**config.mk**
```make
export PLATFORM = sky130hd
export DESIGN_NAME = arc4_engine
export DESIGN_NICKNAME = d
export VERILOG_FILES = /design/src/rtl/arc4_pkg.sv /design/src/rtl/arc4_ksa.sv /design/src/rtl/arc4_engine.sv
export SDC_FILE = /design/constraint.sdc
export NUM_CORES = 1
export LEC_CHECK = 0
export ABC_CLOCK_PERIOD_IN_PS = 6840
export CORE_ASPECT_RATIO = 1.75
export CORE_MARGIN = 2
export CORE_UTILIZATION = 61
export DETAILED_ROUTE_END_ITERATION = 16
export GPL_ROUTABILITY_DRIVEN = 0
export PLACE_DENSITY = 0.86
export SLEW_MARGIN = 20
export SYNTH_ARGS = -nofsm -noshare
export SYNTH_HDL_FRONTEND = slang
export SYNTH_HIERARCHICAL = 1
export SYNTH_SLANG_ARGS = --single-unit
```
**constraint.sdc**
```tcl
create_clock -name clk -period 6.84 [get_ports clk]
set_input_delay 0.684 -clock clk [delete_from_list [all_inputs] [get_ports clk]]
set_output_delay 0.684 -clock clk [all_outputs]
set_load 0.03 [all_outputs]
```
**src/rtl/arc4_pkg.sv**
```systemverilog
// ARC4 engine shared definitions.
// Holds the top-level phase enum, the printable-ASCII window, the S-array size and the
// per-phase cycle bounds. The bounds are upper limits that the testbench also uses as its
// timeout.
package arc4_pkg;

  typedef enum logic [2:0] {
    StIdle,
    StInit,
    StKsa,
    StPrgaLen,
    StPrga,
    StDone
  } arc4_state_e;

  localparam logic [7:0] ASCII_LO = 8'h20;
  localparam logic [7:0] ASCII_HI = 8'h7E;

  localparam int unsigned S_SIZE = 256;

  localparam int unsigned INIT_CYCLES          = 256;
  localparam int unsigned KSA_CYCLES_PER_ITER  = 6;
  localparam int unsigned PRGA_LEN_CYCLES      = 3;
  localparam int unsigned PRGA_CYCLES_PER_BYTE = 10;
  localparam int unsigned DONE_CYCLES          = 2;

  function automatic logic is_printable(input logic [7:0] b);
    return (b >= ASCII_LO) && (b <= ASCII_HI);
  endfunction

  // Worst-case cycles from the accepting edge to rdy=1 for a message of len bytes.
  function automatic int unsigned run_budget(input int unsigned len);
    return INIT_CYCLES + KSA_CYCLES_PER_ITER * S_SIZE + PRGA_LEN_CYCLES +
           PRGA_CYCLES_PER_BYTE * len + DONE_CYCLES;
  endfunction

endpackage

```
**src/rtl/arc4_ksa.sv**
```systemverilog
// ARC4 S-array initialisation and key scheduling.
// Owns the S RAM port while busy: first writes S[i]=i for every i, then runs the key
// schedule with a read-i / read-j / write-i / write-j sequence (4 cycles per i).
// Ports:
//   clk, rst      clock, synchronous active-high reset
//   en_i, rdy_o   start request (taken only while rdy_o=1) / idle flag
//   key_i         key, byte 0 in the top byte; latched on accept
//   init_busy_o   high while the S[i]=i fill is running
//   s_addr_o, s_wrdata_o, s_wren_o, s_rddata_i   S RAM port (1-cycle read latency)
module arc4_ksa
  import arc4_pkg::*;
#(
  parameter int unsigned KEY_BYTES = 3
) (
  input  logic                   clk,
  input  logic                   rst,
  input  logic                   en_i,
  input  logic [8*KEY_BYTES-1:0] key_i,
  output logic                   rdy_o,
  output logic                   init_busy_o,
  output logic [7:0]             s_addr_o,
  output logic [7:0]             s_wrdata_o,
  output logic                   s_wren_o,
  input  logic [7:0]             s_rddata_i
);

  localparam int unsigned KW      = (KEY_BYTES > 1) ? $clog2(KEY_BYTES) : 1;
  localparam logic [7:0]  LastIdx = 8'(S_SIZE - 1);

  localparam logic [2:0] KsaIdle  = 3'd0;
  localparam logic [2:0] KsaInit  = 3'd1;
  localparam logic [2:0] KsaRdI   = 3'd2;
  localparam logic [2:0] KsaCalc  = 3'd3;
  localparam logic [2:0] KsaSwapI = 3'd4;
  localparam logic [2:0] KsaSwapJ = 3'd5;

  logic [2:0]             state_q, state_d;
  logic [7:0]             i_q, i_d;
  logic [7:0]             j_q, j_d;
  logic [7:0]             si_q, si_d;
  logic [KW-1:0]          kidx_q, kidx_d;
  logic [8*KEY_BYTES-1:0] key_q, key_d;
  logic [8*KEY_BYTES-1:0] key_sh;
  logic [7:0]             key_byte;

  // Key byte kidx sits kidx bytes below the top; shift it up rather than divide.
  always_comb begin
    key_sh   = key_q << {kidx_q, 3'b000};
    key_byte = key_sh[8*KEY_BYTES-1 -: 8];
  end

  always_comb begin
    state_d    = state_q;
    i_d        = i_q;
    j_d        = j_q;
    si_d       = si_q;
    kidx_d     = kidx_q;
    key_d      = key_q;
    s_addr_o   = '0;
    s_wrdata_o = '0;
    s_wren_o   = 1'b0;
    unique case (state_q)
      KsaIdle: begin
        if (en_i) begin
          key_d   = key_i;
          i_d     = '0;
          state_d = KsaInit;
        end
      end
      KsaInit: begin
        s_addr_o   = i_q;
        s_wrdata_o = i_q;
        s_wren_o   = 1'b1;
        i_d        = i_q + 8'd1;
        if (i_q == LastIdx) begin
          j_d     = '0;
          kidx_d  = '0;
          state_d = KsaRdI;
        end
      end
      KsaRdI: begin
        s_addr_o = i_q;
        state_d  = KsaCalc;
      end
      KsaCalc: begin
        // s_rddata_i holds S[i]; fetch S[j] at the new j.
        si_d     = s_rddata_i;
        j_d      = j_q + s_rddata_i + key_byte;
        s_addr_o = j_d;
        state_d  = KsaSwapI;
      end
      KsaSwapI: begin
        s_addr_o   = i_q;
        s_wrdata_o = s_rddata_i;
        s_wren_o   = 1'b1;
        state_d    = KsaSwapJ;
      end
      KsaSwapJ: begin
        s_addr_o   = j_q;
        s_wrdata_o = si_q;
        s_wren_o   = 1'b1;
        i_d        = i_q + 8'd1;
        kidx_d     = (kidx_q == KW'(KEY_BYTES - 1)) ? '0 : kidx_q + 1'b1;
        state_d    = (i_q == LastIdx) ? KsaIdle : KsaRdI;
      end
      default: state_d = KsaIdle;
    endcase
  end

  always_ff @(posedge clk) begin
    if (rst) begin
      state_q <= KsaIdle;
      i_q     <= '0;
      j_q     <= '0;
      si_q    <= '0;
      kidx_q  <= '0;
      key_q   <= '0;
    end else begin
      state_q <= state_d;
      i_q     <= i_d;
      j_q     <= j_d;
      si_q    <= si_d;
      kidx_q  <= kidx_d;
      key_q   <= key_d;
    end
  end

  assign rdy_o       = (state_q == KsaIdle);
  assign init_busy_o = (state_q == KsaInit);

endmodule

```
**src/rtl/arc4_engine.sv**
```systemverilog
// ARC4 decryption engine: S init + key schedule (in arc4_ksa), then keystream generation
// over a length-prefixed ciphertext RAM, writing the plaintext RAM and a key_valid flag.
// Optional feature macro: ARC4_VALID_CHECK_EN -- when defined, each plaintext byte is
// checked against the printable ASCII range before it is written; the first failing byte
// is dropped and the run ends early with key_valid=0.
// Ports:
//   clk, rst        clock, synchronous active-high reset
//   en, rdy         start request (taken only while rdy=1) / idle flag
//   key             key, byte 0 = top byte; latched on accept
//   key_valid       result flag, updated when rdy rises, cleared on accept
//   s_*             S RAM port (read latency 1)
//   ct_addr/rddata  ciphertext RAM read port, ct[0] = message length
//   pt_*            plaintext RAM write port
module arc4_engine
  import arc4_pkg::*;
#(
  parameter int unsigned KEY_BYTES = 3
) (
  input  logic                   clk,
  input  logic                   rst,
  input  logic                   en,
  output logic                   rdy,
  input  logic [8*KEY_BYTES-1:0] key,
  output logic                   key_valid,
  output logic [7:0]             s_addr,
  input  logic [7:0]             s_rddata,
  output logic [7:0]             s_wrdata,
  output logic                   s_wren,
  output logic [7:0]             ct_addr,
  input  logic [7:0]             ct_rddata,
  output logic [7:0]             pt_addr,
  output logic [7:0]             pt_wrdata,
  output logic                   pt_wren
);

  // Sub-steps of one PRGA byte.
  localparam logic [2:0] PrgRdI   = 3'd0;
  localparam logic [2:0] PrgRdJ   = 3'd1;
  localparam logic [2:0] PrgSwapI = 3'd2;
  localparam logic [2:0] PrgSwapJ = 3'd3;
  localparam logic [2:0] PrgRdPad = 3'd4;
  localparam logic [2:0] PrgOut   = 3'd5;

  arc4_state_e state_q, state_d;
  logic [2:0]  step_q, step_d;
  logic [7:0]  i_q, i_d, j_q, j_d, k_q, k_d, len_q, len_d;
  logic [7:0]  si_q, si_d, sj_q, sj_d, ct_q, ct_d;
  logic        ok_q, ok_d;
  logic        key_valid_q, key_valid_d;
  logic [7:0]  pt_byte;

  logic        ksa_en, ksa_rdy, ksa_init;
  logic [7:0]  ksa_s_addr, ksa_s_wrdata;
  logic        ksa_s_wren;
  logic [7:0]  prga_s_addr, prga_s_wrdata;
  logic        prga_s_wren;

  arc4_ksa #(
    .KEY_BYTES (KEY_BYTES)
  ) u_ksa (
    .clk         (clk),
    .rst         (rst),
    .en_i        (ksa_en),
    .key_i       (key),
    .rdy_o       (ksa_rdy),
    .init_busy_o (ksa_init),
    .s_addr_o    (ksa_s_addr),
    .s_wrdata_o  (ksa_s_wrdata),
    .s_wren_o    (ksa_s_wren),
    .s_rddata_i  (s_rddata)
  );

  always_comb begin
    state_d       = state_q;
    step_d        = step_q;
    i_d           = i_q;
    j_d           = j_q;
    k_d           = k_q;
    len_d         = len_q;
    si_d          = si_q;
    sj_d          = sj_q;
    ct_d          = ct_q;
    ok_d          = ok_q;
    key_valid_d   = key_valid_q;
    ksa_en        = 1'b0;
    prga_s_addr   = '0;
    prga_s_wrdata = '0;
    prga_s_wren   = 1'b0;
    ct_addr       = '0;
    pt_addr       = '0;
    pt_wrdata     = '0;
    pt_wren       = 1'b0;
    pt_byte       = '0;
    unique case (state_q)
      StIdle: begin
        if (en) begin
          ksa_en      = 1'b1;
          key_valid_d = 1'b0;
          state_d     = StInit;
        end
      end
      StInit: begin
        if (!ksa_init) state_d = StKsa;
      end
      StKsa: begin
        if (ksa_rdy) begin
          step_d  = '0;
          state_d = StPrgaLen;
        end
      end
      StPrgaLen: begin
        if (step_q == '0) begin
          ct_addr = '0;
          step_d  = 3'd1;
        end else begin
          pt_wren   = 1'b1;
          pt_wrdata = ct_rddata;
          len_d     = ct_rddata;
          k_d       = 8'd1;
          i_d       = '0;
          j_d       = '0;
          ok_d      = 1'b1;
          step_d    = PrgRdI;
          state_d   = (ct_rddata == 8'd0) ? StDone : StPrga;
        end
      end
      StPrga: begin
        unique case (step_q)
          PrgRdI: begin
            i_d         = i_q + 8'd1;
            prga_s_addr = i_d;
            ct_addr     = k_q;
            step_d      = PrgRdJ;
          end
          PrgRdJ: begin
            si_d        = s_rddata;
            ct_d        = ct_rddata;
            j_d         = j_q + s_rddata;
            prga_s_addr = j_d;
            step_d      = PrgSwapI;
          end
          PrgSwapI: begin
            sj_d          = s_rddata;
            prga_s_addr   = i_q;
            prga_s_wrdata = s_rddata;
            prga_s_wren   = 1'b1;
            step_d        = PrgSwapJ;
          end
          PrgSwapJ: begin
            prga_s_addr   = j_q;
            prga_s_wrdata = si_q;
            prga_s_wren   = 1'b1;
            step_d        = PrgRdPad;
          end
          PrgRdPad: begin
            // Post-swap S[i]+S[j] equals the pre-swap sum, so the held copies suffice.
            prga_s_addr = si_q + sj_q;
            step_d      = PrgOut;
          end
          PrgOut: begin
            pt_byte = s_rddata ^ ct_q;
`ifdef ARC4_VALID_CHECK_EN
            if (!is_printable(pt_byte)) begin
              ok_d    = 1'b0;
              state_d = StDone;
            end else
`endif
            begin
              pt_wren   = 1'b1;
              pt_addr   = k_q;
              pt_wrdata = pt_byte;
              if (k_q == len_q) begin
                state_d = StDone;
              end else begin
                k_d    = k_q + 8'd1;
                step_d = PrgRdI;
              end
            end
          end
          default: step_d = PrgRdI;
        endcase
      end
      StDone: begin
        key_valid_d = ok_q;
        state_d     = StIdle;
      end
      default: state_d = StIdle;
    endcase
  end

  // The KSA block drives the S port only during INIT/KSA; it is idle (all zero) otherwise.
  always_comb begin
    if (state_q == StInit || state_q == StKsa) begin
      s_addr   = ksa_s_addr;
      s_wrdata = ksa_s_wrdata;
      s_wren   = ksa_s_wren;
    end else begin
      s_addr   = prga_s_addr;
      s_wrdata = prga_s_wrdata;
      s_wren   = prga_s_wren;
    end
  end

  always_ff @(posedge clk) begin
    if (rst) begin
      state_q     <= StIdle;
      step_q      <= '0;
      i_q         <= '0;
      j_q         <= '0;
      k_q         <= '0;
      len_q       <= '0;
      si_q        <= '0;
      sj_q        <= '0;
      ct_q        <= '0;
      ok_q        <= 1'b0;
      key_valid_q <= 1'b0;
    end else begin
      state_q     <= state_d;
      step_q      <= step_d;
      i_q         <= i_d;
      j_q         <= j_d;
      k_q         <= k_d;
      len_q       <= len_d;
      si_q        <= si_d;
      sj_q        <= sj_d;
      ct_q        <= ct_d;
      ok_q        <= ok_d;
      key_valid_q <= key_valid_d;
    end
  end

  assign rdy       = (state_q == StIdle);
  assign key_valid = key_valid_q;

endmodule

```
Yosys cells after proc, flatten, opt, wreduce, memory -nomap -nowiden
Index checks and enable logic that the tools add are counted.
- $add $sub $neg: 8
- equal/unequal tests: 30
- shift operators: 1
- muxes and demuxes: 59
- bitwise logic cells: 2
- reduce and logical (&&, ||, !) cells: 29
- operator list (kind ; number):
    $mux 8 ; 18
    $pmux 8 s2 ; 7
    $pmux 8 s3 ; 2
    $pmux 8 s5 ; 1
    $pmux 3 s6 ; 2
    $add 8x8->8 ; 4
    $mux 3 ; 10
    $add 8x1->8 const B ; 3
    $shl 24x5->24 ; 1
    $eq 3x2->1 const B ; 6
    $eq 3x3->1 const B ; 6
    $ne 2x2->1 const B ; 9
    $reduce_and 2->1 ; 9
    $pmux 3 s5 ; 1
    $mux 1 ; 11
    $reduce_bool 2->1 ; 5
    $eq 3x1->1 const B ; 3
    $logic_not 3->1 ; 3
    $pmux 3 s3 ; 1
    $reduce_and 3->1 ; 3
    $eq 8x8->1 ; 1
    $eq 8x8->1 const B ; 1
    $logic_not 8->1 ; 1
    $xor 8x8->8 ; 1
    14 further kinds ; 20
- register bits after elaboration: 117
- input port bits: 43
- output and inout port bits: 44

Depth between registers and ports, before layout
- depth after elaboration: 5
- gate-level depth with buffers: 15
- gate-level depth less buffers: 14

Modules after synthesis
The synthesis kept the hierarchy.
- modules (own cells, without submodules) (module ; times used ; cells each ; area each (um^2) ; sequential area each (um^2)):
    arc4_engine ; 1 ; 558 ; 4135.2 ; 1281.2
    arc4_ksa ; 1 ; 401 ; 3123.0 ; 1061.0

Worst setup path before layout
OpenSTA, ideal clock, no wires.
- path type: in2out
- from: input s_rddata[1]
- to: output s_addr[7]
- arrival: 3.072 ns
- slack: 3.084 ns
- cell stages on the path: 12
- buffers on the path: 0
- cells stage by stage: inv_1 > fa_1 > inv_1 > ha_1 > fa_1 > a21oi_1 > a21oi_1 > o22ai_1 > xor2_1 > o21ai_0 > a22oi_1 > o211ai_1
- word-level cells in the longest chain between the ends: 4
- ends and longest elaborated chain (item ; line ; RTL):
    start, declared ; arc4_engine.sv:26 ; input logic [7:0] s_rddata,
    $add 8x8->8 (2 in series) ; arc4_ksa.sv:88 ; j_d = j_q + s_rddata_i + key_byte;
    $pmux 8 s3 ; arc4_ksa.sv:62 ; unique case (state_q)
    net ksa_s_addr[7] ; arc4_engine.sv:53 ; logic [7:0] ksa_s_addr, ksa_s_wrdata;
    $mux 8 ; arc4_engine.sv:193 ; if (state_q == StInit || state_q == StKsa) begin
    end, declared ; arc4_engine.sv:25 ; output logic [7:0] s_addr,
The timed path passes the listed nets, and every way through them passes these cells.

Worst setup path in the final report
- from: register u_ksa.kidx_q[0]
- to: output s_addr[7]
- word-level cells in the longest chain between the ends: 4
- ends and longest elaborated chain (item ; line ; RTL):
    start, declared ; arc4_ksa.sv:41 ; logic [KW-1:0] kidx_q, kidx_d;
    start signal, assigned ; arc4_ksa.sv:123 ; kidx_q <= kidx_d;
    $shl 24x5->24 ; arc4_ksa.sv:48 ; key_sh = key_q << {kidx_q, 3'b000};
    $add 8x8->8 ; arc4_ksa.sv:88 ;
    $pmux 8 s3 ; arc4_ksa.sv:62 ;
    net ksa_s_addr[7] ; arc4_engine.sv:53 ;
    $mux 8 ; arc4_engine.sv:193 ;
The timed path passes the listed nets, and every way through them passes these cells.

==> results.ini <==
[status]
status = complete, no violations

[place]
place_inst = 1123
place_ws_ns = 1.63
place_hpwl_um = 15400
placed_area_mm2 = 0.00806
io_buffers = 86

[logic_synthesis]
synth_common_cells = 203 x nand2_1, 118 x a21oi_1, 117 x dfxtp_1, 70 x nor2_1, 53 x o21ai_0
synthTopCellsByArea = dfxtp_1 32%, nand2_1 10%, a21oi_1 8.1%
synthesis.area_mm2 = 0.00726
synth_cell_type_count = 61
synth_enable_flop_cells = 0
syn_avg_cell_area_um2 = 7.57
yosys.area_share.simple_pct = 24.9
yosys_warnings = 6
synth_top_family_by_area = simple AND/OR/NAND/NOR gates
synth-async-reset-ratio_pct = 0
synth_seq_cells = 117
synth_flop_cell = dfxtp_1
synth_most_common_cell = nand2_1
synth-seq-area-share_pct = 32.3
synth.area.mux_share_pct = 5.72
synth_compound_area_share_pct = 20.6
synth_top_cell_by_area = dfxtp_1
synthXorXnorAreaFrac_pct = 5.19
synthAdderAreaFrac_pct = 6.72
syn_inst = 959
synth_top_area_share_pct = 32.3
synth_nets = 1035

[clocking]
post_cts_buffers = 0
clockBufferDepth = 2
cts_root_buffer = clkbuf_16
cts_resized = 0
h-tree-depth = 4
cts_sinks = 117
clk_pin_slew_ns = 0.06
cts_hold_buffers = 0
cts_tree = yes
cts_made_buffers = 17
clk_latency_ns = 0.42

[critical_path]
cpMostUsedCell = a21oi_1
path_cells = nor2b_1 > a21oi_1 > fa_1 > inv_1 > ha_1 > fa_1 > a21oi_1 > a21oi_1 > o22ai_1 > xor2_1 > o21ai_0 > a22oi_1 > o211ai_1 > clkdlybuf4s50_1
critPathCaptureType = primary output
crit_type = flop to primary output
max_stage_delay_ns = 0.71
cp_slowest_cell = clkdlybuf4s50_1
worstPathArrival_ns = 4.89
start_kind = flop
required_ns = 6.16
path_max_fanout = 11

[sta]
fin_crit_sh_pct = 81.5
timing.hold.ws_ns = 0.456
max_freq_mhz = 179
finalWorstSetupSlack_ns = 1.27
maxSlewHeadroom_pct = 31.1
post-route-min-period_ns = 5.57
setup_viol = 0
worst_pin_slew_ns = 1.03
clock-skew-final_ns = 0.00714
final_hold_viol_count = 0
drv_slew = 0
tns_ns = 0
rsz0062_at_grt = false

[floorplan]
die_h_um = 148
dieArea_mm2 = 0.0128
coreArea_mm2 = 0.0116
initial_core_util_pct = 62.7
fp-row-count = 52
ios = 87
die_w_um = 86.5

[cells_and_area]
finish.instance_area_mm2 = 0.00862
synthToLayoutAreaGrowth_pct = 18.8
fin_util_pct = 74.4
fill_cells = 845
drive_gt1_share_pct = 7.16
final_nets = 1083
fin_cells = 1155
diodes = 0

[grt]
grt_max_degree = 68
grt_util_met3_pct = 7.71
use_met2_pct = 61.9
grtUsageMet1_pct = 36.2
busiest_layer = met2
grt_usage_pct = 35.3
grt_pass1_vias = 7198
gr-total-overflow = 0
grt_pass1_wl_um = 35500
antenna_found_initial = 0

[pwr]
peakVddDrop_uv = 187
p_per_area_mw_per_mm2 = 242
leakage_nw = 3.15
fin_total_pwr_mw = 2.09

[routing]
post-route-drc-count = 0
vias = 7430
antenna_left = 0
routed_via_density = 6.43
totalWireLength_um = 21900
routedWlPerCell_um = 19.0
drtIter0Drc = 701
firstDrtPassIters = 9

[flow_run]
cap_violations = 0

[hold_path]
hp-class = flop to flop

[registers in the layout (all words and copies together), names as in the netlist]
register       count
u_ksa/key_q       24
ct_q               8
i_q                8
j_q                8
k_q                8
len_q              8
si_q               8
sj_q               8
u_ksa/i_q          8
u_ksa/j_q          8
u_ksa/si_q         8
state_q            3
step_q             3
u_ksa/state_q      3
u_ksa/kidx_q       2
key_valid          1
ok_q               1
[layer usage]
layer  up-vias  part of all wire (%)
met5         -                     0
li1       3438                     -
met4         0                   7.5
met1      3429                    34
met2       443                    51
met3       120                   7.9
[layout by cell type, fill, tap and decap left out, types with 11 or more instances in the layout]
master / n
clkdlybuf4s50_1: 85
dfxtp_1: 117
nand3_1: 25
mux2_2: 18
xor2_1: 13
a211oi_1: 11
and2_1: 22
xnor2_1: 30
a21oi_1: 118
nor2_1: 70
o21ai_0: 53
nand2_1: 203
nor2b_1: 13
or3_1: 11
clkbuf_16: 17
ha_1: 23
nor3_1: 11
mux2i_1: 19
a22oi_1: 24
[worst paths after layout]
check	from	end	slack (ns)	cells past startpoint
worst max-delay path	u_ksa/kidx_q[0]	s_addr[7]	1.27	14
worst min-delay path	u_ksa/key_q[5]	u_ksa/key_q[5]	0.46	2
worst max register to register	u_ksa/kidx_q[0]	u_ksa/j_q[7]	3.28	11
worst min register to register	u_ksa/key_q[5]	u_ksa/key_q[5]	0.46	2
[worst max-delay path: cells and delay by family (launching register included)]
| family | cells | cell delay (ns) |
|---|---|---|
| AO/OA/AOI/OAI | 7 | 1.27 |
| adder cells (fa/ha/maj) | 3 | 1.21 |
| buffers and inverters | 2 | 0.75 |
| AND/OR/NAND/NOR | 1 | 0.59 |
| flip-flops | 1 | 0.53 |
| XOR/XNOR | 1 | 0.10 |
[cell type report]
class / instances / area (µm²) / area share, %
timing repair buffer: 94 / 918 / 10.7
tap: 135 / 169 / 1.96
inverter: 10 / 37.5 / 0.435
sequential: 117 / 2340 / 27.2
clock buffer: 18 / 429 / 4.98
multi-input combinational: 767 / 4590 / 53.3
clock inverter: 14 / 130 / 1.51
[power breakdown]
group / switching [mW] / total, mW / internal, mW
Sequential: 0.0483 / 0.768 / 0.720
Clock: 0.346 / 0.847 / 0.501
Combinational: 0.295 / 0.473 / 0.178
[logic make-up after synthesis]
group / after synthesis
AO/OA/AOI/OAI: 255
XOR/XNOR: 43
adder cells (fa/ha/maj): 33
buffers and inverters: 75
flip-flops: 117
multiplexers: 38
AND/OR/NAND/NOR: 398
Note: power is estimated with default switching activity, not from simulation.
